<file path="config.mk">
export PLATFORM = sky130hd
export DESIGN_NAME = round_robin_arbitrado_tester_flat
export DESIGN_NICKNAME = d
export VERILOG_FILES = /design/src/rtl/round_robin_arbitrado_tester_if.sv /design/src/rtl/round_robin_arbitrado_tester.sv /design/src/flat_wrapper.sv
export SDC_FILE = /design/constraint.sdc
export NUM_CORES = 1
export LEC_CHECK = 0
export BUFFER_PORTS_ARGS = -buffer_cell sky130_fd_sc_hd__buf_4
export CAP_MARGIN = 20
export CORE_MARGIN = 2
export CORE_UTILIZATION = 52
export DETAILED_ROUTE_END_ITERATION = 12
export PLACE_DENSITY = 0.91
export SLEW_MARGIN = 20
export SYNTH_ARGS = -nofsm -noshare
export SYNTH_HDL_FRONTEND = slang
export SYNTH_SLANG_ARGS = --single-unit
</file>
<file path="constraint.sdc">
create_clock -name clk -period 4 [get_ports clk]
set_clock_uncertainty 0.2 [all_clocks]
set_input_delay 0 -clock clk [delete_from_list [all_inputs] [get_ports clk]]
set_output_delay 0 -clock clk [all_outputs]
set_load 0.1 [all_outputs]
</file>
<file path="src/rtl/round_robin_arbitrado_tester_if.sv">
// Bundle of arbiter inputs (schedule table, FIFO status) and the side-by-side
// grant outputs of the two arbiter cores.
interface round_robin_arbitrado_tester_if #(
    parameter int QUEUE_QUANTITY = 4,
    parameter int MAX_WEIGHT     = 64,
    parameter int BUF_WIDTH      = 3,
    parameter int TABLE_SIZE     = 8
);
    localparam int QW = $clog2(QUEUE_QUANTITY);
    localparam int WW = $clog2(MAX_WEIGHT);

    logic                                enb;
    logic [TABLE_SIZE*WW-1:0]            pesos;
    logic [TABLE_SIZE*QW-1:0]            selecciones;
    logic [QUEUE_QUANTITY-1:0]           buf_empty;
    logic [QUEUE_QUANTITY*BUF_WIDTH-1:0] fifo_counter;
    logic [QW-1:0]                       selector;
    logic                                selector_enb;
    logic [QW-1:0]                       sint_selector;
    logic                                sint_selector_enb;

    modport master (
        output enb, pesos, selecciones, buf_empty, fifo_counter,
        input  selector, selector_enb, sint_selector, sint_selector_enb
    );

    modport slave (
        input  enb, pesos, selecciones, buf_empty, fifo_counter,
        output selector, selector_enb, sint_selector, sint_selector_enb
    );
endinterface

</file>
<file path="src/rtl/round_robin_arbitrado_tester.sv">
// Two independently coded copies of a table-driven weighted round-robin queue
// arbiter, fed identical inputs so their registered grants can be compared.
module round_robin_arbitrado_tester #(
    parameter int QUEUE_QUANTITY = 4,
    parameter int MAX_WEIGHT     = 64,
    parameter int BUF_WIDTH      = 3,
    parameter int TABLE_SIZE     = 8
) (
    input logic clk,
    input logic rst,
    round_robin_arbitrado_tester_if.slave bus
);
    localparam int QW = $clog2(QUEUE_QUANTITY);
    localparam int WW = $clog2(MAX_WEIGHT);
    localparam int PW = $clog2(TABLE_SIZE);
    localparam logic [PW-1:0] LAST_P = PW'(TABLE_SIZE - 1);
    localparam logic [PW-1:0] ONE_P  = PW'(1);
    localparam logic [PW-1:0] ZERO_P = PW'(0);
    localparam logic [WW-1:0] ONE_W  = WW'(1);
    localparam logic [WW-1:0] ZERO_W = WW'(0);
    localparam logic [QW-1:0] ZERO_Q = QW'(0);

    logic [PW-1:0] beh_p_r;
    logic [WW-1:0] beh_c_r;
    logic [QW-1:0] beh_q_s;
    logic [WW-1:0] beh_w_s;

    logic [PW-1:0] sint_p_r;
    logic [WW-1:0] sint_c_r;
    logic [QW-1:0] sint_q_s;
    logic [WW-1:0] sint_w_s;
    logic          sint_skip_s;
    logic          sint_last_s;
    logic [PW-1:0] sint_p_inc_s;
    logic [PW-1:0] sint_p_d_s;
    logic [WW-1:0] sint_c_d_s;
    logic [QW-1:0] sint_sel_d_s;
    logic          sint_en_d_s;

    // Behavioural core: live lookup of the current table slot.
    always_comb begin
        beh_q_s = bus.selecciones[beh_p_r*QW +: QW];
        beh_w_s = bus.pesos[beh_p_r*WW +: WW];
    end

    // Behavioural core: slot pointer, grant counter and registered grant.
    always_ff @(posedge clk or negedge rst) begin
        if (!rst) begin
            beh_p_r          <= ZERO_P;
            beh_c_r          <= ZERO_W;
            bus.selector     <= ZERO_Q;
            bus.selector_enb <= 1'b0;
        end else if (!bus.enb) begin
            bus.selector_enb <= 1'b0;
        end else if ((beh_w_s == ZERO_W) || bus.buf_empty[beh_q_s] || (beh_c_r >= beh_w_s)) begin
            // Ineligible or exhausted slot: one idle cycle, move on.
            bus.selector_enb <= 1'b0;
            beh_p_r          <= (beh_p_r == LAST_P) ? ZERO_P : beh_p_r + ONE_P;
            beh_c_r          <= ZERO_W;
        end else begin
            bus.selector     <= beh_q_s;
            bus.selector_enb <= 1'b1;
            if ((beh_c_r + ONE_W) == beh_w_s) begin
                beh_p_r <= (beh_p_r == LAST_P) ? ZERO_P : beh_p_r + ONE_P;
                beh_c_r <= ZERO_W;
            end else begin
                beh_c_r <= beh_c_r + ONE_W;
            end
        end
    end

    // Structural core: AND-OR slot multiplexer and explicit next-state muxes.
    always_comb begin
        sint_w_s = ZERO_W;
        sint_q_s = ZERO_Q;
        for (int i = 0; i < TABLE_SIZE; i++) begin
            sint_w_s = sint_w_s | (bus.pesos[i*WW +: WW]       & {WW{sint_p_r == PW'(i)}});
            sint_q_s = sint_q_s | (bus.selecciones[i*QW +: QW] & {QW{sint_p_r == PW'(i)}});
        end
        sint_skip_s  = ~(|sint_w_s) | bus.buf_empty[sint_q_s] | ~(sint_c_r < sint_w_s);
        sint_last_s  = ((sint_c_r + ONE_W) == sint_w_s);
        sint_p_inc_s = (sint_p_r == LAST_P) ? ZERO_P : sint_p_r + ONE_P;
        sint_p_d_s   = (bus.enb & (sint_skip_s | sint_last_s)) ? sint_p_inc_s : sint_p_r;
        sint_c_d_s   = ~bus.enb ? sint_c_r :
                       ((sint_skip_s | sint_last_s) ? ZERO_W : sint_c_r + ONE_W);
        sint_en_d_s  = bus.enb & ~sint_skip_s;
        sint_sel_d_s = sint_en_d_s ? sint_q_s : bus.sint_selector;
    end

    // Structural core: state and output registers.
    always_ff @(posedge clk or negedge rst) begin
        if (!rst) begin
            sint_p_r              <= ZERO_P;
            sint_c_r              <= ZERO_W;
            bus.sint_selector     <= ZERO_Q;
            bus.sint_selector_enb <= 1'b0;
        end else begin
            sint_p_r              <= sint_p_d_s;
            sint_c_r              <= sint_c_d_s;
            bus.sint_selector     <= sint_sel_d_s;
            bus.sint_selector_enb <= sint_en_d_s;
        end
    end
endmodule

</file>
<file path="src/flat_wrapper.sv">
// flat-port wrapper written by rule: the top's interface ports become plain ports
module round_robin_arbitrado_tester_flat 
#(
    parameter int QUEUE_QUANTITY = 4,
    parameter int MAX_WEIGHT     = 64,
    parameter int BUF_WIDTH      = 3,
    parameter int TABLE_SIZE     = 8
)
  (clk, rst, bus_enb, bus_pesos, bus_selecciones, bus_buf_empty, bus_fifo_counter, bus_selector, bus_selector_enb, bus_sint_selector, bus_sint_selector_enb);
  round_robin_arbitrado_tester_if #(.QUEUE_QUANTITY(QUEUE_QUANTITY), .MAX_WEIGHT(MAX_WEIGHT), .BUF_WIDTH(BUF_WIDTH), .TABLE_SIZE(TABLE_SIZE)) bus_i ();
  input logic clk;
  input logic rst;
  input wire logic [$bits(bus_i.enb)-1:0] bus_enb;
  input wire logic [$bits(bus_i.pesos)-1:0] bus_pesos;
  input wire logic [$bits(bus_i.selecciones)-1:0] bus_selecciones;
  input wire logic [$bits(bus_i.buf_empty)-1:0] bus_buf_empty;
  input wire logic [$bits(bus_i.fifo_counter)-1:0] bus_fifo_counter;
  output wire logic [$bits(bus_i.selector)-1:0] bus_selector;
  output wire logic [$bits(bus_i.selector_enb)-1:0] bus_selector_enb;
  output wire logic [$bits(bus_i.sint_selector)-1:0] bus_sint_selector;
  output wire logic [$bits(bus_i.sint_selector_enb)-1:0] bus_sint_selector_enb;
  assign bus_i.enb = bus_enb;
  assign bus_i.pesos = bus_pesos;
  assign bus_i.selecciones = bus_selecciones;
  assign bus_i.buf_empty = bus_buf_empty;
  assign bus_i.fifo_counter = bus_fifo_counter;
  assign bus_selector = bus_i.selector;
  assign bus_selector_enb = bus_i.selector_enb;
  assign bus_sint_selector = bus_i.sint_selector;
  assign bus_sint_selector_enb = bus_i.sint_selector_enb;
  round_robin_arbitrado_tester #(.QUEUE_QUANTITY(QUEUE_QUANTITY), .MAX_WEIGHT(MAX_WEIGHT), .BUF_WIDTH(BUF_WIDTH), .TABLE_SIZE(TABLE_SIZE)) u_core (.clk(clk), .rst(rst), .bus(bus_i));
endmodule
</file>
==> impl_metrics.py, run 1 <==
metrics = {
    "layout": {
        "drive_gt1_share_pct": 35.46,
        "n_antenna_cell": 0,
        "final_cell_mix": "buf_4 (87), dfrtp_1 (24), mux2i_1 (22), ha_1 (20), nand2_1 (18)",
        "nets": 465,
        "final_common_cell": "buf_4",
        "fillers": 372,
        "syn2layout_area_growth_pct": 27.06,
    },
    "routing": {
        "drtPass1Iterations": 7,
        "vias": 2771,
        "ant_nets": 0,
        "drc": 0,
        "routed_wl_um": 8175,
        "drtIter0Drc": 244,
        "wl_per_cell_um": 18.97,
        "detail_route.vias_per_cell": 6.429,
    },
    "critical_path": {
        "worstSetupPathType": "reg2reg",
        "path_max_fanout": 13,
        "critPathLaunchType": "register",
        "worstSetupStartpoint": "u_core.sint_p_r[0]",
        "r2r_end": "u_core.bus.sint_selector[1]",
        "worstPathRequired_ns": 3.96,
        "r2r_slack_ns": 0.33,
        "crit_path_end_kind": "register",
        "arrival_ns": 3.63,
        "endpoint": "u_core.bus.sint_selector[1]",
        "r2r_cells": 12,
        "r2r_start": "u_core.sint_p_r[0]",
    },
    "timing": {
        "worstMarginPinSlew_ns": 0.6034,
        "rsz0062_at_grt": "false",
        "whs_ns": 0.04499,
        "fmaxAchievable_mhz": 272.7,
        "fin_setup_tns_ns": 0,
        "hold_violations": 0,
        "maxSlewViolCount": 0,
        "slew_headroom_pct": 59.78,
        "fin_crit_ns": 3.666,
        "fin_crit_sh_pct": 91.66,
        "setup_violations": 0,
    },
    "flow_run": {
        "drv_cap": 0,
    },
    "synth": {
        "ys.flop_type": "dfrtp_1",
        "synth.avg_cell_area_um2": 10.02,
        "syn_nets": 383,
        "async_flop_share_pct": 100.0,
        "ys_ff_latch": 24,
        "ys_seq_area_share_pct": 21.40,
        "synth_cells": 280,
        "synth_cell_types": 54,
        "synth_edf_count": 0,
        "yosys_warnings": 0,
        "synthesis.area_um2": 2806,
    },
    "floorplan": {
        "dieArea_um2": 6001,
        "initial_core_util_pct": 54.26,
        "io_pins": 89,
        "die_x_um": 77.47,
        "die_h_um": 77.47,
        "rows": 26,
        "core_um2": 5172,
    },
    "global_route": {
        "grt_remaining_overflow": 0,
        "antenna_found_initial": 0,
        "grt_max_degree": 25,
        "grt_util_all_layers_pct": 27.40,
        "grt_pass1_vias": 2823,
        "grt_first_pass_wirelength_um": 13020,
    },
    "placed_design": {
        "gp_congestion": 0.9214,
        "hpwl_um": 6391,
        "port-buffer-count": 76,
    },
    "power": {
        "ir_worst_vdd_v": 0.0004974,
        "p_leak_nw": 1.626,
        "powerDensity_nw_per_um2": 784.5,
    },
    "clocking": {
        "cts.sinks": 24,
        "cts_root_buf": "clkbuf_8",
        "path_clk_slew_ns": 0.09,
        "h-tree-depth": 1,
        "clockBufferDepth": 2,
        "clk_latency_ns": 0.28,
        "cts_resized": 0,
        "cts_buffers": 3,
        "cts_tree": "done",
    },
    "run_status": {
        "run_status": "complete, no violations",
    },
    "min_path": {
        "hold_class": "in2reg",
    },
}
-- power breakdown --
part           internal (mW)  total (mW)  switching [mW]
registers              0.325       0.417          0.0919
logic                  0.976        2.21            1.23
clock network         0.0882       0.174          0.0859
-- Yosys cell counts (3+ instances only) --
cell / n / area [um^2]
a211oi_1: 5 / 37.54
a21oi_1: 12 / 60.06
a222oi_1: 11 / 110.1
a22o_1: 3 / 26.28
a22oi_1: 10 / 75.07
and2_1: 5 / 31.28
and3_1: 3 / 18.77
buf_2: 7 / 35.03
buf_6: 4 / 45.04
dfrtp_1: 24 / 600.6
ha_1: 20 / 250.2
inv_1: 13 / 48.80
mux2_1: 8 / 90.09
mux2_2: 8 / 90.09
mux2i_1: 22 / 220.2
mux4_2: 14 / 315.3
nand2_1: 18 / 67.56
nand2b_1: 4 / 25.02
nand3_1: 15 / 75.07
nor2_1: 11 / 41.29
nor2b_1: 4 / 25.02
nor3_1: 3 / 15.01
o21ai_1: 4 / 20.02
o2bb2ai_1: 3 / 26.28
xnor2_1: 9 / 78.83
xor2_1: 4 / 35.03
-- through the flow --
| step | cells | cell area, um^2 | util, % | total power [mW] | setup slack, ns |
|---|---|---|---|---|---|
| after floorplan | 280 | 2806 | - | 2.075 | 0.4768 |
| after global placement | 421 | 3441 | 66.52 | 2.494 | 0.5146 |
| after detailed placement | 421 | 3441 | 66.52 | 2.576 | 0.3805 |
| after CTS | 431 | 3566 | 68.94 | 2.769 | 0.3694 |
| after global routing | 431 | 3566 | 68.94 | 2.985 | 0.1022 |
| final | 431 | 3566 | 68.94 | 2.797 | 0.3335 |
-- state kept, by name, summed over array words and instances, names as in the netlist --
signal,cells
u_core.beh_c_r,6
u_core.bus.sint_selector,2
u_core.bus.sint_selector_enb,1
u_core.sint_p_r,3
u_core.sint_c_r,6
u_core.bus.selector,2
u_core.bus.selector_enb,1
u_core.beh_p_r,3
-- cells by family (layout without fill, tap and decap cells) --
group | count (synthesis) | count (layout) | synth area share, %
compound gates | 68 | 68 | 18.77
xor+xnor | 13 | 13 | 4.057
fa+ha+maj | 20 | 20 | 8.917
buf+inv | 29 | 110 | 5.528
flops | 24 | 24 | 21.40
mux | 54 | 54 | 26.53
simple gates | 72 | 72 | 14.80
-- how the worst min path moves through the flow --
stage | start | to | slack [ns] | cells after the start
floorplan | rst | u_core.beh_c_r[0] | -0.50 | 0
detailed placement | rst | u_core.beh_c_r[4] | -0.28 | 1
global route | bus_selecciones[2] | u_core.bus.sint_selector[0] | 0.04 | 4
finish | bus_selecciones[2] | u_core.bus.sint_selector[0] | 0.04 | 4
global placement | rst | u_core.beh_c_r[4] | -0.28 | 1
CTS | bus_selecciones[2] | u_core.bus.sint_selector[0] | 0.02 | 4
-- layout make-up --
cell class	count	area (um^2)	share of cell area, %
Tap cell	70	87.58	2.456
Inverter	13	48.80	1.368
Clock buffer	4	55.05	1.544
Sequential cell	24	600.6	16.84
Timing Repair Buffer	93	723.2	20.28
Multi-Input combinational cell	227	2051	57.51
-- per-layer routing --
metal  global-route usage [%]  up-vias  wire length (um)
met5                        0        -                 0
met4                    10.54        0               227
met3                    6.279       28               625
met2                    51.13      151              4267
met1                    29.87     1337              3055
li1                         -     1255                 -
-- worst max-delay path: stages, from the launching register on --
cell       delay (ns)
dfrtp_1          0.44
inv_1            0.10
ha_1             0.41
a222oi_1         0.41
a21oi_1          0.13
a211oi_1         0.23
buf_4            0.18
ha_1             0.25
a211oi_1         0.30
a2bb2oi_2        0.13
nor3_1           0.28
nand2_1          0.17
mux2_1           0.34
-- timing repair --
action                    CTS  global route
hold buffers                6             0
setup buffers               0             0
hold endpoints to repair   36             0
(Power assumes the default switching activity.)
==> run 2: changes to the inputs <==
--- a/config.mk
+++ b/config.mk
@@ -7,9 +7,12 @@
 export LEC_CHECK = 0
 export BUFFER_PORTS_ARGS = -buffer_cell sky130_fd_sc_hd__buf_4
 export CAP_MARGIN = 20
+export CELL_PAD_IN_SITES_DETAIL_PLACEMENT = 1
+export CELL_PAD_IN_SITES_GLOBAL_PLACEMENT = 1
 export CORE_MARGIN = 2
-export CORE_UTILIZATION = 52
+export CORE_UTILIZATION = 39
 export DETAILED_ROUTE_END_ITERATION = 12
+export GPL_ROUTABILITY_DRIVEN = 0
 export PLACE_DENSITY = 0.91
 export SLEW_MARGIN = 20
 export SYNTH_ARGS = -nofsm -noshare
==> impl_metrics.py, run 2 (synthesis results as in run 1) <==
metrics = {
    "critical_path": {
        "critPathBufInv": 2,
        "critPathMaxStageDelay_ns": 0.48,
        "path_cells": "inv_1 > ha_1 > a222oi_1 > a21oi_1 > a211oi_1 > buf_4 > ha_1 > a211oi_1 > a2bb2oi_2 > nor3_1 > nand2_1 > mux2_1",
        "arrival_ns": 3.66,
        "worstPathRequired_ns": 3.96,
        "critPathLaunchType": "register",
        "path_max_fanout": 6,
        "crit_path_end_kind": "register",
        "cp_top_family": "compound AO/OA/AOI/OAI gates",
        "worstSetupPathType": "reg2reg",
        "cp_slowest_cell": "dfrtp_1",
    },
    "floorplan": {
        "die_x_um": 88.83,
        "rows": 30,
        "initial_core_util_pct": 40.86,
        "die_h_um": 88.83,
        "dieArea_um2": 7891,
        "io_pins": 89,
        "core_um2": 6869,
    },
    "clocking": {
        "clk_latency_ns": 0.28,
        "path_clk_slew_ns": 0.10,
        "cts.sinks": 24,
        "h-tree-depth": 1,
        "cts_setup_buffers": 0,
        "clockBufferDepth": 2,
        "cts_buffers": 3,
        "cts_root_buf": "clkbuf_8",
        "cts_tree": "done",
    },
    "power": {
        "powerDensity_nw_per_um2": 815.8,
        "ir_worst_vdd_v": 0.0003212,
        "p_leak_nw": 1.627,
    },
    "timing": {
        "maxSlewViolCount": 0,
        "setup_violations": 0,
        "hold_violations": 0,
        "fmaxAchievable_mhz": 270.5,
        "fin_setup_tns_ns": 0,
        "slew_headroom_pct": 64.19,
        "fin_crit_sh_pct": 92.42,
        "worstMarginPinSlew_ns": 0.5371,
        "rsz0062_at_grt": "false",
        "fin_crit_ns": 3.697,
    },
    "global_route": {
        "antenna_found_initial": 0,
        "grt_pass1_vias": 3149,
        "grt_max_degree": 25,
        "met2_usage_pct": 48.51,
        "grt_util_all_layers_pct": 25.99,
        "top_usage_layer": "met2",
        "met3_usage_pct": 4.011,
        "grt_first_pass_wirelength_um": 15750,
        "grt_remaining_overflow": 0,
        "grtUsageMet1_pct": 29.61,
    },
    "placed_design": {
        "port-buffer-count": 76,
        "hpwl_um": 7826,
        "placed_area_um2": 3488,
    },
    "routing": {
        "drc": 0,
        "wl_per_cell_um": 21.54,
        "vias": 2780,
        "routed_wl_um": 9845,
        "detail_route.vias_per_cell": 6.083,
        "ant_nets": 0,
        "drtIter0Drc": 148,
        "drtPass1Iterations": 5,
    },
    "layout": {
        "drive_gt1_share_pct": 36.57,
        "final_common_cell": "buf_4",
        "syn2layout_area_growth_pct": 28.31,
        "reg.largest.list": "u_core.beh_c_r x6, u_core.sint_c_r x6",
        "fin_area_um2": 3601,
        "nets": 465,
        "final_cell_mix": "buf_4 (89), dfrtp_1 (24), mux2i_1 (22), ha_1 (19), nand2_1 (18)",
        "n_antenna_cell": 0,
        "fin_util_pct": 52.42,
        "fillers": 785,
    },
    "flow_run": {
        "drv_cap": 0,
    },
    "min_path": {
        "hold_class": "in2reg",
    },
    "run_status": {
        "run_status": "complete, no violations",
    },
}
-- run 2: cell count changes in the layout (fill, tap and decap cells not counted) --
cell,change
ha_1,-1
a211oi_1,-1
a211oi_2,+1
ha_2,+1
buf_4,+2
dlygate4sd3_1,-2
-- run 2: worst paths after layout --
path,startpoint,to,slack [ns],depth (start not counted)
worst max-delay path,u_core.sint_p_r[0],u_core.bus.sint_selector[1],0.30,12
worst min-delay path,bus_selecciones[15],u_core.bus.sint_selector[1],0.02,3
worst max register to register,u_core.sint_p_r[0],u_core.bus.sint_selector[1],0.30,12
worst min register to register,u_core.bus.selector[1],u_core.bus.selector[1],0.32,1
max in group asynchronous,rst,u_core.bus.sint_selector[1],2.92,4
min in group asynchronous,rst,u_core.beh_c_r[5],0.52,4
-- run 2: timing repair --
action	CTS	global route
hold buffers	4	0
endpoints found under the setup margin	0	2
endpoints found under the hold margin	34	0
resized for setup	0	2
-- run 2: layout make-up --
class | count | area, um^2 | share of cell area, %
Multi-Input combinational cell | 227 | 2058 | 57.16
Sequential cell | 24 | 600.6 | 16.68
Tap cell | 96 | 120.1 | 3.336
Inverter | 13 | 48.80 | 1.355
Timing Repair Buffer | 93 | 718.2 | 19.94
Clock buffer | 4 | 55.05 | 1.529
-- run 2: metal layers --
layer | up-vias | routed length (um)
met2 | 131 | 5215
met1 | 1374 | 3851
met4 | 0 | 263
li1 | 1252 | -
met3 | 23 | 514
met5 | - | 0
-- run 2: metrics by stage --
stage,std cells,worst slack (ns),hold WS [ns],power (mW)
after floorplan,280,0.4768,-0.4956,2.075
after global placement,449,0.4389,-0.2800,2.558
after detailed placement,449,0.2627,-0.2679,2.684
after CTS,457,0.2725,0.02278,2.900
after global routing,457,0.03880,0.03693,3.122
final,457,0.3033,0.01798,2.938
-- run 2: power by group --
| part | total, mW | internal (mW) | switching, mW |
|---|---|---|---|
| registers | 0.453 | 0.324 | 0.129 |
| clock network | 0.181 | 0.0883 | 0.0929 |
| logic | 2.30 | 0.990 | 1.31 |
-- run 2: worst reg2reg max path: stages (launching register included) --
cell and delay, ns:
dfrtp_1 0.48, inv_1 0.10, ha_1 0.31, a222oi_1 0.36, a21oi_1 0.12, a211oi_1 0.25, buf_4 0.20, ha_1 0.26
a211oi_1 0.31, a2bb2oi_2 0.14, nor3_1 0.32, nand2_1 0.19, mux2_1 0.35
